File: src/rtl/valid_flop_pipe_pkg.sv
// Shared handshake definitions used by the register slices and FIFOs.
package valid_flop_pipe_pkg;

    localparam int MAX_PIPE_DEPTH = 8;

    // Ceiling log2; clog2(1) = 0, clog2(2) = 1, clog2(5) = 3.
    function automatic int clog2(input int n);
        int r;
        r = 0;
        for (int i = 0; i < 32; i++) begin
            if ((1 << r) < n) begin
                r = r + 1;
            end
        end
        return r;
    endfunction

endpackage

File: src/rtl/valid_flop_pipe_stage.sv
// One forward register stage: a valid/data flop pair plus its term of the ready chain.
module valid_flop_stage
    import valid_flop_pipe_pkg::*;
#(
    parameter int WIDTH = 32
) (
    input  logic             clk,
    input  logic             reset,
    input  logic             ready_next,
    input  logic             in_valid,
    input  logic [0:WIDTH-1] in_data,
    output logic             valid,
    output logic [0:WIDTH-1] data,
    output logic             ready
);

    logic             valid_reg;
    logic [0:WIDTH-1] data_reg;

    // An empty stage always accepts, which is what collapses bubbles.
    always_comb begin
        ready = ready_next | ~valid_reg;
    end

    always_ff @(posedge clk) begin
        if (reset) begin
            valid_reg <= 1'b0;
            data_reg  <= '0;
        end else if (ready) begin
            valid_reg <= in_valid;
            if (in_valid) begin
                data_reg <= in_data;
            end
        end
    end

    assign valid = valid_reg;
    assign data  = data_reg;

endmodule

File: src/rtl/valid_flop_pipe.sv
// Forward register slice: DEPTH bubble-collapsing valid/data stages with occupancy tracking.
module valid_flop_pipe
    import valid_flop_pipe_pkg::*;
#(
    parameter int WIDTH = 32,
    parameter int DEPTH = 2,
    localparam int CW = clog2(DEPTH + 1)
) (
    input  logic             CLK,
    input  logic             RESET,
    input  logic             VALID_UP,
    output logic             READY_UP,
    input  logic [0:WIDTH-1] DATA_UP,
    output logic             VALID_DOWN,
    input  logic             READY_DOWN,
    output logic [0:WIDTH-1] DATA_DOWN,
    output logic [CW-1:0]    COUNT,
    output logic             EMPTY
);

    if (DEPTH < 1 || DEPTH > MAX_PIPE_DEPTH) begin : g_bad_depth
        $error("valid_flop_pipe: DEPTH must be within 1..%0d", MAX_PIPE_DEPTH);
    end

    logic [DEPTH-1:0] v;
    logic [0:WIDTH-1] d [DEPTH];
    logic [DEPTH:0]   r;
    logic             in_fire;
    logic             out_fire;
    logic [CW-1:0]    count_reg;
    logic [CW-1:0]    count_next;
    logic             empty_reg;

    assign r[DEPTH] = READY_DOWN;

    for (genvar gi = 0; gi < DEPTH; gi++) begin : g_stage
        logic             stage_in_valid;
        logic [0:WIDTH-1] stage_in_data;

        if (gi == 0) begin : g_head
            assign stage_in_valid = VALID_UP;
            assign stage_in_data  = DATA_UP;
        end else begin : g_body
            assign stage_in_valid = v[gi-1];
            assign stage_in_data  = d[gi-1];
        end

        valid_flop_stage #(
            .WIDTH (WIDTH)
        ) u_stage (
            .clk        (CLK),
            .reset      (RESET),
            .ready_next (r[gi+1]),
            .in_valid   (stage_in_valid),
            .in_data    (stage_in_data),
            .valid      (v[gi]),
            .data       (d[gi]),
            .ready      (r[gi])
        );
    end

    // Ready is forced high while RESET is held so upstream sees a clean start.
    assign READY_UP   = r[0] | RESET;
    assign VALID_DOWN = v[DEPTH-1];
    assign DATA_DOWN  = d[DEPTH-1];

    assign in_fire    = VALID_UP & r[0];
    assign out_fire   = v[DEPTH-1] & READY_DOWN;

    always_comb begin
        count_next = count_reg + CW'(in_fire) - CW'(out_fire);
    end

    always_ff @(posedge CLK) begin
        if (RESET) begin
            count_reg <= '0;
            empty_reg <= 1'b1;
        end else begin
            count_reg <= count_next;
            empty_reg <= (count_next == '0);
        end
    end

    assign COUNT = count_reg;
    assign EMPTY = empty_reg;

endmodule

File: config.mk
export PLATFORM = sky130hd
export DESIGN_NAME = valid_flop_pipe
export DESIGN_NICKNAME = d
export VERILOG_FILES = /design/src/rtl/valid_flop_pipe_pkg.sv /design/src/rtl/valid_flop_pipe_stage.sv /design/src/rtl/valid_flop_pipe.sv
export SDC_FILE = /design/constraint.sdc
export NUM_CORES = 1
export LEC_CHECK = 0
export ABC_AREA = 1
export CORE_ASPECT_RATIO = 1.75
export CORE_MARGIN = 5
export CORE_UTILIZATION = 45
export CTS_CLUSTER_SIZE = 14
export DETAILED_ROUTE_END_ITERATION = 16
export HOLD_SLACK_MARGIN = 0.1
export PLACE_DENSITY_LB_ADDON = 0.08
export SETUP_SLACK_MARGIN = 0.4
export SLEW_MARGIN = 40
export SYNTH_ARGS = -nofsm -noshare
export SYNTH_HDL_FRONTEND = slang
export SYNTH_HIERARCHICAL = 1
export SYNTH_SLANG_ARGS = --single-unit
File: constraint.sdc
create_clock -name CLK -period 2.2 [get_ports CLK]
set_clock_uncertainty 0.05 [all_clocks]
set_input_delay 0.55 -clock CLK [delete_from_list [all_inputs] [get_ports CLK]]
set_output_delay 0.55 -clock CLK [all_outputs]
set_load 0.01 [all_outputs]
==> results.tsv <==
metric	value	unit
synth-seq-cells	69	
cellPowerDensity	768	nW/um2
avgSynthCellArea	6.85	um2
crit_slowest_cell	or2_4	
cp.arrival	1.17	ns
cts_tree	yes	
setup_viol	0	
finish.net_count	551	
largest_reg_flops	64	
diodes	0	
rsz0062_at_grt	yes	
ys_warn_count	6	
std_cell_rows	40	
startpoint_type	primary input	
cts_hold_buffers	0	
cp_slowest_stage_delay	0.22	ns
h-tree-depth	3	
cts_buffers	9	
clockBufferDepth	2	
first_global_vias	2633	
power_leakage	0.00226	uW
wire_per_inst	11.4	um
drt_iter0_drc	225	
grt_usage	0.165	
route.vias.total	2818	
period_needed	1.77	ns
fin_crit_sh	0.804	
layout-drive-gt1-share	0.0832	
yosysUniqueCellTypes	15	
drcViolationCount	0	
sw_frac_of_total	0.238	
design.core.area	6810	um2
dp_hpwl	4300	um
p_int	2430	uW
first_pass_iters	4	
holdCritPathClass	register to register	
cts-root-buf	clkbuf_16	
grt_overflow	0	
max_freq	566	MHz
pwr-share-seq	0.437	
postCtsSetupRepairBufs	0	
clkLatencyLatePin	0.32	ns
clock_sinks	69	
syn_nets	492	
drv_slew	0	
grt_max_degree	66	
wirelength	6880	um
path_cells	buf_6 > inv_12 > nand2_4 > inv_2 > nand2_2 > or2_4 > buf_6	
dieArea	8740	um2
power_frac_clock	0.412	
antenna_found_initial	0	
path_common_cell	buf_6	
cp_num_buf_inv	4	
crit_type	primary input to output pin	
grt_pass1_wl	11700	um
ys_seq_area_frac	0.444	
fillers	687	
synthesis.area	3110	um2
clkTransAtPathRegs	0.05	ns
fp.dieH	120	um
max_slew.worst_pin.slew	0.695	ns
tns	0	ns
cp_max_fo	2	
port_buffers	72	
die_w	72.8	um
via_per_inst	4.69	
crit_family	buffers and inverters	
io_pins	73	
ant_nets	0	
worstSetupEndpointType	output pin	
max_slew_margin	0.537	
hold_viol	0	
p_comb_frac	0.151	
place.gp.congestion	0.742	
synth_cells	454	
max_cap_violations	0	
p_sw	757	uW
ir_drop	604	uV
outcome	completed	
final_util	0.610	
syn2layout_area_growth	33.5	%
start_util	0.457	
required	1.60	ns
## metal layers
layer / part of all wire / global-route usage
met2: 0.52 / 0.291
met3: 0.043 / 0.0352
met5: 0 / 0
met1: 0.42 / 0.186
met4: 0.017 / 0.0716
## layout make-up
type	instances	area, um2	area share
multi-input combinational	274	1280	0.308
clock buffer	14	274	0.0660
clock inverter	1	5.00	0.00121
inverter	77	302	0.0727
sequential	69	1380	0.333
tap	84	105	0.0253
timing repair buffer	82	805	0.194
## power groups by stage
stage          clock network (uW)  logic [uW]  registers [uW]
2_1_floorplan                   0         283            1440
3_3_place_gp                    0         499            1420
5_1_grt                      1420         542            1410
4_1_cts                      1360         491            1390
3_5_place_dp                    0         509            1420
6_report                     1310         480            1390
## tightest hold or removal path: stages (launching register included)
cell	delay, ns
dfxtp_1	0.32
a21oi_1	0.04
nor2_1	0.08
## repair_timing
| action | in CTS | in global routing |
|---|---|---|
| pin swaps | 0 | 0 |
| setup endpoints to repair | 76 | 20 |
| gates resized for setup | 32 | 17 |
## layout by cell type, fill, tap and decap left out, drive strengths merged
cell type	instances
dfxtp	69
nand2	73
ha	2
or2	1
clkdlybuf4s50	33
a21oi	67
dlygate4sd2	21
clkbuf	14
dlymetal6s2s	15
inv	77
nor2	65
clkinv	1
nand3	66
buf	13
## cells in the mapped netlist
| master | instances | area (um2) |
|---|---|---|
| nand3_1 | 66 | 330 |
| inv_1 | 75 | 282 |
| nand2_2 | 3 | 18.8 |
| a21oi_1 | 66 | 330 |
| nor2_1 | 65 | 244 |
| ha_1 | 2 | 25.0 |
| buf_4 | 8 | 60.1 |
| inv_2 | 2 | 7.51 |
| nand2_1 | 70 | 263 |
| dfxtp_1 | 69 | 1380 |
| clkbuf_1 | 2 | 7.51 |
| buf_6 | 4 | 45.0 |
| a21oi_2 | 1 | 8.76 |
| buf_2 | 20 | 100 |
| or2_1 | 1 | 6.26 |
## stage by stage
stage	area, um2	setup slack, ns	hold slack (ns)	power [uW]	std cells
2_1_floorplan	3180	0.140	0.402	1720	454
5_1_grt	4150	0.376	0.454	3370	601
3_5_place_dp	3860	-0.446	0.418	1930	586
3_3_place_gp	3860	-0.417	0.409	1920	586
6_report	4150	0.432	0.420	3190	601
4_1_cts	4100	0.381	0.431	3240	601
## path summary, 6_finish.rpt
check / startpoint / end / depth (start not counted) / slack, ns
max: READY_DOWN / READY_UP / 7 / 0.43
min: g_stage[1].u_stage/data[15] / g_stage[1].u_stage/data[15] / 2 / 0.42
max reg2reg: g_stage[1].u_stage/valid / EMPTY / 11 / 0.52
min reg2reg: g_stage[1].u_stage/data[15] / g_stage[1].u_stage/data[15] / 2 / 0.42
## cells by family (layout without fill, tap and decap cells)
family                   count (synthesis)  in the layout  synth area share
AO/OA/AOI/OAI                           67             67             0.109
adder cells (fa/ha/maj)                  2              2           0.00805
buffers and inverters                  111            174             0.161
flip-flops                              69             69             0.444
AND/OR/NAND/NOR                        205            205             0.277
Note: power is estimated with default switching activity, not from simulation.
